`src/rtl/fsm_state_monitor.sv`:
```
// fsm_state_monitor: passive observer for a Moore FSM state bus.
// Flags out-of-range states, disallowed transitions and a bad first state
// after the observed FSM leaves reset. Every transition is logged with its
// dwell time into a trace FIFO drained over a valid/ready port.
// Optional feature macro: FSM_MON_TRACE_EN builds the trace FIFO; without it
// the tr_* outputs are tied to zero and tr_ready is ignored.
module fsm_state_monitor #(
   parameter int STATE_W     = 4,
   parameter int MIN_STATE   = 0,
   parameter int MAX_STATE   = 15,
   parameter int RESET_STATE = 0,
   parameter int DWELL_W     = 16,
   parameter int TRACE_DEPTH = 8
) (
   input  logic               clk,
   input  logic               reset,
   input  logic               obs_reset,
   input  logic [STATE_W-1:0] state_in,
   input  logic               clear,
   input  logic               allow_we,
   input  logic [STATE_W-1:0] allow_from,
   input  logic [STATE_W-1:0] allow_to,
   input  logic               allow_val,
   output logic               err_range,
   output logic               err_trans,
   output logic               err_reset,
   output logic               fault,
   output logic [DWELL_W-1:0] dwell_max,
   output logic               tr_valid,
   input  logic               tr_ready,
   output logic [STATE_W-1:0] tr_from,
   output logic [STATE_W-1:0] tr_to,
   output logic [DWELL_W-1:0] tr_dwell,
   output logic               tr_overflow
);

   localparam int NSTATES = 2 ** STATE_W;
   localparam int ENTRY_W = 2 * STATE_W + DWELL_W;

   typedef enum logic [1:0] {
      IDLE  = 2'd0,
      TRACK = 2'd1,
      FAULT = 2'd2
   } mon_state_t;

   mon_state_t state, state_nxt;

   logic [NSTATES*NSTATES-1:0] allow_mat;
   logic [STATE_W-1:0]         prev;
   logic [DWELL_W-1:0]         dwell;
   logic                       armed;

   logic start, active, changed, range_bad;
   logic range_hit, trans_hit, reset_hit;
   logic err_range_nxt, err_trans_nxt, err_reset_nxt, any_err_nxt;
   logic push;
   logic [ENTRY_W-1:0] push_data;

   assign push_data = {prev, state_in, dwell};
   assign fault     = err_range | err_trans | err_reset;

   // Next-state logic and per-sample fault detection; clear overrides everything.
   always_comb begin
      start         = 1'b0;
      active        = 1'b0;
      changed       = 1'b0;
      range_bad     = 1'b0;
      range_hit     = 1'b0;
      trans_hit     = 1'b0;
      reset_hit     = 1'b0;
      push          = 1'b0;
      err_range_nxt = err_range;
      err_trans_nxt = err_trans;
      err_reset_nxt = err_reset;
      any_err_nxt   = 1'b0;
      state_nxt     = state;

      start     = (state == IDLE) && armed && !obs_reset && !clear;
      active    = (state != IDLE) && !obs_reset && !clear;
      changed   = (state_in != prev);
      range_bad = (int'(state_in) < MIN_STATE) || (int'(state_in) > MAX_STATE);

      range_hit = active && range_bad;
      trans_hit = active && changed && !allow_mat[{prev, state_in}];
      reset_hit = start && (state_in != STATE_W'(RESET_STATE));
      push      = active && changed;

      if (clear) begin
         err_range_nxt = 1'b0;
         err_trans_nxt = 1'b0;
         err_reset_nxt = 1'b0;
      end else begin
         err_range_nxt = err_range | range_hit;
         err_trans_nxt = err_trans | trans_hit;
         err_reset_nxt = err_reset | reset_hit;
      end
      any_err_nxt = err_range_nxt | err_trans_nxt | err_reset_nxt;

      if (clear) begin
         state_nxt = IDLE;
      end else begin
         case (state)
            IDLE:    if (start) state_nxt = any_err_nxt ? FAULT : TRACK;
            TRACK:   if (obs_reset) state_nxt = IDLE;
                     else if (any_err_nxt) state_nxt = FAULT;
            FAULT:   if (obs_reset) state_nxt = IDLE;
            default: state_nxt = IDLE;
         endcase
      end
   end

   // Monitor FSM state register.
   always_ff @(posedge clk) begin
      if (reset) state <= IDLE;
      else       state <= state_nxt;
   end

   // Sticky fault flags.
   always_ff @(posedge clk) begin
      if (reset) begin
         err_range <= 1'b0;
         err_trans <= 1'b0;
         err_reset <= 1'b0;
      end else begin
         err_range <= err_range_nxt;
         err_trans <= err_trans_nxt;
         err_reset <= err_reset_nxt;
      end
   end

   // IDLE only starts tracking after it has seen the observed FSM in reset.
   always_ff @(posedge clk) begin
      if (reset)          armed <= 1'b0;
      else if (obs_reset) armed <= 1'b1;
      else if (start)     armed <= 1'b0;
   end

   // Previous state and saturating dwell counter of the current state.
   always_ff @(posedge clk) begin
      if (reset) begin
         prev  <= '0;
         dwell <= '0;
      end else if (start || (active && changed)) begin
         prev  <= state_in;
         dwell <= DWELL_W'(1);
      end else if (active && (dwell != {DWELL_W{1'b1}})) begin
         dwell <= dwell + 1'b1;
      end
   end

   // Longest dwell seen, sampled at each logged transition.
   always_ff @(posedge clk) begin
      if (reset)                        dwell_max <= '0;
      else if (push && dwell > dwell_max) dwell_max <= dwell;
   end

   // Allowed-transition matrix; reads in the same cycle see the old value.
   always_ff @(posedge clk) begin
      if (reset)         allow_mat <= '1;
      else if (allow_we) allow_mat[{allow_from, allow_to}] <= allow_val;
   end

`ifdef FSM_MON_TRACE_EN
   localparam int AW = $clog2(TRACE_DEPTH);

   logic [ENTRY_W-1:0] mem [TRACE_DEPTH];
   logic [AW:0]        wr_ptr, rd_ptr;
   logic               fifo_empty, fifo_full, pop, push_ok, overflow_q;
   logic [ENTRY_W-1:0] head;

   assign fifo_empty = (wr_ptr == rd_ptr);
   assign fifo_full  = (wr_ptr[AW] != rd_ptr[AW]) && (wr_ptr[AW-1:0] == rd_ptr[AW-1:0]);
   assign pop        = !fifo_empty && tr_ready;
   assign push_ok    = push && (!fifo_full || pop);
   assign head       = fifo_empty ? '0 : mem[rd_ptr[AW-1:0]];

   assign tr_valid    = !fifo_empty;
   assign tr_from     = head[ENTRY_W-1 -: STATE_W];
   assign tr_to       = head[DWELL_W +: STATE_W];
   assign tr_dwell    = head[DWELL_W-1:0];
   assign tr_overflow = overflow_q;

   // Trace FIFO pointers and sticky overflow; a full FIFO drops the new entry.
   always_ff @(posedge clk) begin
      if (reset) begin
         wr_ptr     <= '0;
         rd_ptr     <= '0;
         overflow_q <= 1'b0;
      end else begin
         if (push_ok) wr_ptr <= wr_ptr + 1'b1;
         if (pop)     rd_ptr <= rd_ptr + 1'b1;
         if (push && fifo_full && !pop) overflow_q <= 1'b1;
      end
   end

   // Trace FIFO storage; emptiness is tracked by the pointers alone.
   always_ff @(posedge clk) begin
      if (push_ok) mem[wr_ptr[AW-1:0]] <= push_data;
   end
`else
   localparam int TRACE_DEPTH_UNUSED = TRACE_DEPTH;

   logic trace_unused;

   assign trace_unused = ^{tr_ready, push, push_data, TRACE_DEPTH_UNUSED[0]};
   assign tr_valid     = 1'b0;
   assign tr_from      = '0;
   assign tr_to        = '0;
   assign tr_dwell     = '0;
   assign tr_overflow  = 1'b0;
`endif

endmodule

```
`config.mk`:
```
export PLATFORM = sky130hd
export DESIGN_NAME = fsm_state_monitor
export DESIGN_NICKNAME = d
export VERILOG_FILES = /design/src/rtl/fsm_state_monitor.sv
export SDC_FILE = /design/constraint.sdc
export NUM_CORES = 1
export LEC_CHECK = 0
export ABC_CLOCK_PERIOD_IN_PS = 8100
export CAP_MARGIN = 20
export CORE_MARGIN = 4
export CORE_UTILIZATION = 60
export DETAILED_ROUTE_END_ITERATION = 10
export PLACE_DENSITY = 0.79
export RECOVER_POWER = 50
export REMOVE_ABC_BUFFERS = 1
export SLEW_MARGIN = 20
export SYNTH_ARGS = -nofsm -noshare
export SYNTH_HDL_FRONTEND = slang
export SYNTH_SLANG_ARGS = --single-unit
export TNS_END_PERCENT = 50
```
`constraint.sdc`:
```
create_clock -name clk -period 8.1 [get_ports clk]
set_clock_uncertainty 0.15 [all_clocks]
set_input_delay 1.62 -clock clk [delete_from_list [all_inputs] [get_ports clk]]
set_output_delay 1.62 -clock clk [all_outputs]
set_load 0.02 [all_outputs]
```
After elaboration in Yosys (flattened, before gate mapping)
Index checks and enable logic that the tools add are counted. W data, S select, Z words.

Add/sub/neg operators: 1. Magnitude comparators: 4. Equal/unequal tests: 7. Multiplexer cells: 18. Bitwise operators: 6. Reduce and logical (&&, ||, !) cells: 23.

Operators with widths (count): $bwmux W256 (1); $lt A8 B9 Y1 const B (2); $add A16 B1 Y16 const B (1); $gt A16 B16 Y1 (1); $ne A16 B16 Y1 const B (1); $logic_and A1 B1 Y1 (11); $mux W2 (5); $mux W1 (9); $bmux W1 S8 (1); $demux W1 S8 (1); $ge A8 B1 Y1 const B (1); $or A1 B1 Y1 (6); $pmux W2 S3 (1); $reduce_bool A2 Y1 (3); $ne A2 B2 Y1 const B (2); $ne A4 B4 Y1 (1); $reduce_bool A4 Y1 (1); $reduce_or A2 Y1 (2); $logic_not A1 Y1 (3); $ne A3 B3 Y1 const B (1); $reduce_and A3 Y1 (1); $eq A2 B1 Y1 const B (1); $eq A2 B2 Y1 const B (1); $logic_not A2 Y1 (1); $logic_or A1 B1 Y1 (1).

Register bits after elaboration: 298. Input port bits: 19. Output and inout bits: 46.

Longest topological paths before layout
Gate-level depths: netlist (run 1).

Word-level depth: 12. Gate-level depth with buffers: 12. Depth with buffers taken out: 10.

Worst setup path before layout (run 1)
Ideal clock, no wire load.

Path kind: input -> register. Start: input port state_in[0]. End: register state[1]. Setup time: 0.059 ns. Arrival time: 3.663 ns. Required time: 7.891 ns. Setup slack: 4.228 ns. Stages: 9. Path through: buf_6 buf_6 buf_2 mux4_2 a22oi_1 a311oi_1 or4_4 nand3_2 o311a_1.

Word-level cells in the longest chain between the ends: 11. Elaborated cells on any way between the ends: 19. Those cells by class: eq/ne (2); mux (7); bitwise (4); reduce/logical (6).

RTL lines: start: declaration (line 18) `input logic [STATE_W-1:0] state_in,`; $bmux W1 S8 (line 84) `trans_hit = active && changed && !allow_mat[{prev, state_in}];`; $mux W1 (not written as such) (line 84); $logic_not A1 Y1 (line 84); $logic_and A1 B1 Y1 (line 84); $or A1 B1 Y1 (line 94) `err_trans_nxt = err_trans | trans_hit;`; $mux W1 (line 88) `if (clear) begin`; $or A1 B1 Y1 (line 97) `any_err_nxt = err_range_nxt | err_trans_nxt | err_reset_nxt;`; $or A1 B1 Y1 * (line 97); $mux W2 (2 in series) (line 103) `IDLE: if (start) state_nxt = any_err_nxt ? FAULT : TRACK;`; $pmux W2 S3 (line 102) `case (state)`; end signal: assignment (line 115) `else state <= state_nxt;`; end: declaration (line 46) `mon_state_t state, state_nxt;`.

Every way passes the cells marked *; elsewhere a longest branch is shown, timed or not. The select of a mux whose other input is x is not followed. A chain may end at the register's enable or synchronous reset.

Worst setup path in the final report (run 1)
Start: input port reset. End: register allow_mat[115].

RTL lines: start: declaration (line 16) `input logic reset,`; end signal: indexed assignment (line 160) `else if (allow_we) allow_mat[{allow_from, allow_to}] <= allow_val;`; end: declaration (line 48) `logic [NSTATES*NSTATES-1:0] allow_mat;`.

No word-level cell between the ends.

==> results of run 1 <==
-- through the flow --
stage / util (%) / instance area (um2)
after floorplan: - / 14300
after CTS: 66.0 / 16500
after detailed placement: 61.4 / 15400
final: 66.1 / 16500
after global placement: 61.4 / 15400
after global routing: 66.1 / 16500
-- cell usage after synthesis, types with 9 or more instances --
cell,count,area (um2)
mux2i_1,56,561
xor2_1,12,105
a21oi_1,18,90.1
inv_1,21,78.8
ha_1,17,213
nor2b_1,24,150
a22oi_1,22,165
mux4_2,48,1080
a211o_1,13,114
buf_2,11,55.1
and3_1,18,113
clkbuf_1,172,646
mux4_1,9,236
nand2_1,32,120
nand3_1,30,150
nor2_1,75,282
buf_4,26,195
nand2b_1,26,163
a21boi_0,225,1690
a311o_1,225,2250
nor3_1,16,80.1
dfxtp_1,298,5970
nand4_1,9,56.3
-- registers in the layout, indices dropped and copies added, names as in the netlist --
register / count
err_trans: 1
err_reset: 1
err_range: 1
dwell_max: 16
prev: 4
allow_mat: 256
state: 2
dwell: 16
armed: 1
-- critical path, delay by kind of cell --
kind / cells / cell delay [ns]
buffers and inverters: 2 / 4.13
AO/OA/AOI/OAI: 1 / 0.22
-- logic make-up after synthesis --
family | synth area share, %
flip-flops | 39.2
buffers and inverters | 7.10
multiplexers | 12.6
AND/OR/NAND/NOR | 8.55
adder cells (fa/ha/maj) | 1.40
XOR/XNOR | 0.921
AO/OA/AOI/OAI | 30.2
other | 0.0246
-- worst max-delay path by stage --
stage                                end  slack (ns)  cells after the start
final                     allow_mat[115]        2.31                      3
after global routing      allow_mat[246]        2.04                      3
after CTS                   dwell_max[6]        3.34                      8
after detailed placement    dwell_max[8]        2.90                      8
after global placement     dwell_max[10]        2.96                      8
after floorplan             allow_mat[0]        3.43                      3
-- power by group --
part | switching (W) | internal (W)
logic | 0.000146 | 0.0000491
clock network | 0.000600 | 0.000961
registers | 0.00000463 | 0.00147
-- cell type report --
class	count	share of cell area [%]
inverters	21	0.477
well taps	330	2.50
clock inverters	6	0.348
multi-input cells	972	50.2
flip-flops and latches	298	36.1
repair buffers	72	3.74
clock buffers	54	6.65
-- metal layers --
layer | vias up | global-route usage, % | part of all wire [%] | wire [um]
met3 | 88 | 3.54 | 6.5 | 2460
met1 | 5919 | 35.1 | 42 | 16000
met2 | 413 | 43.6 | 49 | 18300
li1 | 5541 | - | - | -
met4 | 2 | 7.59 | 2.5 | 947
met5 | - | 0 | 0.029 | 11
==> results.tsv, run 1 <==
stage	metric	value	unit
placement	DP HPWL	21000	um
yosys	part of the Yosys area used for sequential elements	39.2	%
timing	Fin Setup TNS	0	ns
grt	global route total overflow	0	
route	Remaining DRCs	0	
yosys	Cell variety after synth	57	
placement	dpl ws	2.90	ns
timing	hold_ws	0.310	ns
setup_path	Critical Path AT	6.08	ns
setup_path	worst-path fanout max	97	
setup_path	crit-path cells	clkbuf_1 > buf_4 > a311o_1	
timing	period utilization	71.5	%
pwr	Pleak	5.78	nW
route	final WL	37700	um
floorplan	IO Count	65	
yosys	EDFF count, synth	0	
route	post-route ant nets	0	
timing	worst-margin pin slew	4.36	ns
floorplan	height of the die	167	um
setup_path	crit path capture type	register	
cells_and_area	final std cells w/o fill	1753	
grt	vias in the first global route	11300	
worst_hold_path	Hold WC Path Type	register to register	
setup_path	r2r endpoint	dwell_max[6]	
run	max-cap violations	1	
floorplan	Rows	58	
grt	initial antenna violation count	1	
timing	endpoints failing setup	0	
cells_and_area	antenna fix cells	0	
route	DRT iter0 DRCs	1197	
cells_and_area	Sequential cell area	5970	um2
timing	fin crit period	5.79	ns
clocking	CTS sink count	298	
setup_path	RR Startpoint	dwell_max[7]	
cells_and_area	area of the multi-input gates	8310	um2
floorplan	die area	28000	um2
clocking	H-tree depth	2	
grt	largest net degree at the start of global routing	110	
cells_and_area	most frequent cells in the layout	dfxtp_1 (298), a21boi_0 (225), a311o_1 (225), nor2_1 (75), mux2i_1 (56)	
clocking	hold_buf cts	0	
floorplan	initial core utilization	60.8	%
cells_and_area	nets	1435	
placement	Placer Congestion	0.842	
yosys	Post-synth top flop	dfxtp_1	
setup_path	Critical Path Start	reset	
worst_hold_path	HP Start	err_range	
pwr	Total Power	0.00323	W
yosys	syn avg cell area	10.3	um2
cells_and_area	most common cell after layout, fill and taps aside	dfxtp_1	
clocking	Root Driver	clkbuf_16	
setup_path	Crit-path slowest cell	clkbuf_1	
clocking	total CTS buffers	34	
setup_path	R2R setup slack	4.94	ns
grt	total track usage	25.9	%
yosys	Post-Syn Area	15200	um2
clocking	CTS tree	yes	
pwr	cell area power density	195	nW/um2
clocking	Setup Fix Bufs, Post-CTS	0	
clocking	worst-skew pair later-pin latency	0.51	ns
setup_path	CP required	8.39	ns
route	wire per inst	21.5	um
pwr	peak supply drop	193	uV
status	violated checks	capacitance limit, slew limit	
cells_and_area	Fill cells	1897	
setup_path	path type of the worst setup path	input port to register	
clocking	Clk pin slew, worst setup/hold paths	0.06	ns
timing	max-slew violations	95	
setup_path	slowest stage delay, CP	3.00	ns
yosys	Mapped Cells	1484	
clocking	CTS max path bufs	3	
grt	first-pass GRT wire length	60500	um
cells_and_area	share of cells above drive strength 1	11.1	%
worst_hold_path	Hold Path End	err_range	
route	DR vias	12000	
cells_and_area	Layout area overhead	8.72	%
placement	port bufs	37	
timing	Peak Freq	173	MHz
yosys	FFs w/ async S/R, synth	0	%
status	status	finished, violations left	
route	Initial DRT Pass Iterations	5	
timing	worst setup margin	2.31	ns
setup_path	Reg2Reg Depth	7	
route	vias per inst	6.82	
yosys	FF+latch count, synth	298	
timing	RSZ-0062 raised after global routing	no	
floorplan	core area	25000	um2
setup_path	crit path launch type	input port	
yosys	YS warnings	0	
worst_hold_path	Min-Delay Path Depth	2	
floorplan	Die W	167	um
clocking	post-CTS sizing	0	
timing	Worst slew margin	-191	%
timing	Final Hold Vio Count	0	
placement	placed cell count	1693	
Note: power is estimated with default switching activity, not from simulation.
==> inputs of run 2 (changes only) <==
--- a/config.mk
+++ b/config.mk
@@ -5,7 +5,7 @@
 export SDC_FILE = /design/constraint.sdc
 export NUM_CORES = 1
 export LEC_CHECK = 0
-export ABC_CLOCK_PERIOD_IN_PS = 8100
+export ABC_CLOCK_PERIOD_IN_PS = 5400
 export CAP_MARGIN = 20
 export CORE_MARGIN = 4
 export CORE_UTILIZATION = 60
==> constraint.sdc (replaced) <==
create_clock -name clk -period 5.4 [get_ports clk]
set_clock_uncertainty 0.15 [all_clocks]
set_input_delay 1.08 -clock clk [delete_from_list [all_inputs] [get_ports clk]]
set_output_delay 1.08 -clock clk [all_outputs]
set_load 0.02 [all_outputs]
==> run 2 against run 1 <==
Against the previous run:
- the flow still finishes with violations (capacitance limit, slew limit)
- flip-flop and latch count unchanged
- first-iteration DRC count down 2.3%
- power up 50%
- via count down 0.32%
- non-clock buffer count up 15
- routed wire length down 1.2%
- critical path depth unchanged
- critical path type unchanged
==> results.tsv, run 2 (same netlist as run 1, synthesis figures left out) <==
stage	metric	value	unit
placement	DP HPWL	21900	um
cells_and_area	max reg flops	256	
setup_path	path type of the worst setup path	input port to register	
grt	initial antenna violation count	0	
setup_path	Critical Path AT	4.36	ns
pwr	clock share of power	48.3	%
floorplan	height of the die	167	um
timing	endpoints failing setup	0	
route	wire per inst	21.1	um
cells_and_area	share of cells above drive strength 1	11.9	%
clocking	CTS sink count	298	
grt	vias in the first global route	11500	
route	post-route ant nets	0	
cells_and_area	antenna fix cells	0	
pwr	Total Power	0.00485	W
setup_path	CP required	5.69	ns
pwr	Sw Share	23.0	%
clocking	total CTS buffers	34	
status	violated checks	capacitance limit, slew limit	
setup_path	Reg2Reg Depth	8	
floorplan	core area	25000	um2
cells_and_area	register bank with the most flops	allow_mat	
route	Remaining DRCs	0	
cells_and_area	nets	1450	
route	DRT iter0 DRCs	1170	
route	vias per inst	6.74	
clocking	Setup Fix Bufs, Post-CTS	0	
clocking	worst-skew pair later-pin latency	0.51	ns
cells_and_area	Fill cells	1954	
clocking	post-CTS sizing	0	
status	status	finished, violations left	
timing	max-slew violations	127	
timing	worst-margin pin slew	2.68	ns
cells_and_area	Util after Layout	66.6	%
clocking	CTS tree	yes	
pwr	peak supply drop	317	uV
clocking	Clk pin slew, worst setup/hold paths	0.06	ns
pwr	Int Pwr	0.00374	W
cells_and_area	post-route cell area	16700	um2
route	DR vias	11900	
cells_and_area	most common cell after layout, fill and taps aside	dfxtp_1	
route	final WL	37300	um
placement	Placer Congestion	0.801	
setup_path	crit path capture type	register	
pwr	Net Sw Power	0.00112	W
pwr	cell area power density	291	nW/um2
cells_and_area	most frequent cells in the layout	dfxtp_1 (298), a21boi_0 (225), a311o_1 (225), nor2_1 (75), mux2i_1 (56)	
route	Initial DRT Pass Iterations	6	
pwr	sequential share of power	45.6	%
grt	total track usage	25.9	%
pwr	Logic pwr share	6.1	%
timing	Fin Setup TNS	0	ns
clocking	hold_buf cts	0	
setup_path	worst-path fanout max	126	
setup_path	crit path launch type	input port	
setup_path	R2R setup slack	2.49	ns
timing	Peak Freq	246	MHz
floorplan	IO Count	65	
placement	DP Area	15500	um2
floorplan	Rows	58	
setup_path	r2r endpoint	state[0]	
timing	fin crit period	4.07	ns
floorplan	initial core utilization	60.8	%
clocking	H-tree depth	2	
setup_path	RR Startpoint	prev[1]	
clocking	Root Driver	clkbuf_16	
floorplan	Die W	167	um
grt	first-pass GRT wire length	60700	um
clocking	CTS max path bufs	3	
timing	period utilization	75.4	%
timing	RSZ-0062 raised after global routing	no	
cells_and_area	Top Registers	allow_mat: 256 flops, dwell: 16 flops, dwell_max: 16 flops	
placement	port bufs	37	
cells_and_area	Layout area overhead	9.56	%
worst_hold_path	Hold Path End	err_range	
grt	global route total overflow	0	
worst_hold_path	Min-Delay Path Depth	2	
pwr	Pleak	5.87	nW
floorplan	die area	28000	um2
grt	largest net degree at the start of global routing	140	
worst_hold_path	Hold WC Path Type	register to register	
timing	Worst slew margin	-78.5	%
run	max-cap violations	1	
worst_hold_path	HP Start	err_range	
timing	Final Hold Vio Count	0	
## run 2: cell count changes in the layout (fill, tap and decap cells not counted), moves of 2 or more
cell      delta
clkbuf_8     -3
buf_4       +10
clkbuf_2     +2
buf_12       +2
## run 2: routing by layer
layer	track usage (%)	part of all wire (%)
met4	8.65	2.8
met2	44.2	49
met3	3.42	5.1
met5	0	0
met1	34.3	43
## run 2: per-stage QoR
stage,hold WS (ns),setup WS (ns),instances
after floorplan,0.289,1.27,1291
after global placement,0.298,1.20,1707
after detailed placement,0.299,1.16,1707
after CTS,0.307,1.64,1767
after global routing,0.330,1.12,1768
final,0.300,1.33,1768
## run 2: how the worst max path moves through the flow
| stage | start | to | slack [ns] | cells past startpoint |
|---|---|---|---|---|
| 2_1_floorplan | allow_from[1] | allow_mat[0] | 1.27 | 3 |
| 3_3_place_gp | state_in[0] | state[1] | 1.20 | 10 |
| 3_5_place_dp | state_in[0] | state[1] | 1.16 | 10 |
| 4_1_cts | state_in[0] | state[1] | 1.64 | 10 |
| 5_1_grt | reset | prev[0] | 1.12 | 3 |
| 6_report | reset | allow_mat[247] | 1.33 | 3 |
## run 2: worst max-delay path, stage by stage
cell	delay, ns
clkbuf_2	1.77
clkbuf_2	1.18
a311o_1	0.23
## run 2: power by group through the flow
stage | combinational [W] | sequential (W) | clock [W]
2_1_floorplan | 0.000121 | 0.00226 | 0
3_3_place_gp | 0.000289 | 0.00226 | 0
3_5_place_dp | 0.000291 | 0.00226 | 0
4_1_cts | 0.000293 | 0.00221 | 0.00239
5_1_grt | 0.000316 | 0.00221 | 0.00249
6_report | 0.000296 | 0.00221 | 0.00234
## run 2: final cells by class
cell class,instances,area (um2),area share [%]
multi-input cells,972,8290,49.8
flip-flops and latches,298,5970,35.8
clock buffers,52,1060,6.37
repair buffers,87,754,4.53
well taps,330,413,2.48
clock inverters,8,98.8,0.593
inverters,21,78.8,0.473
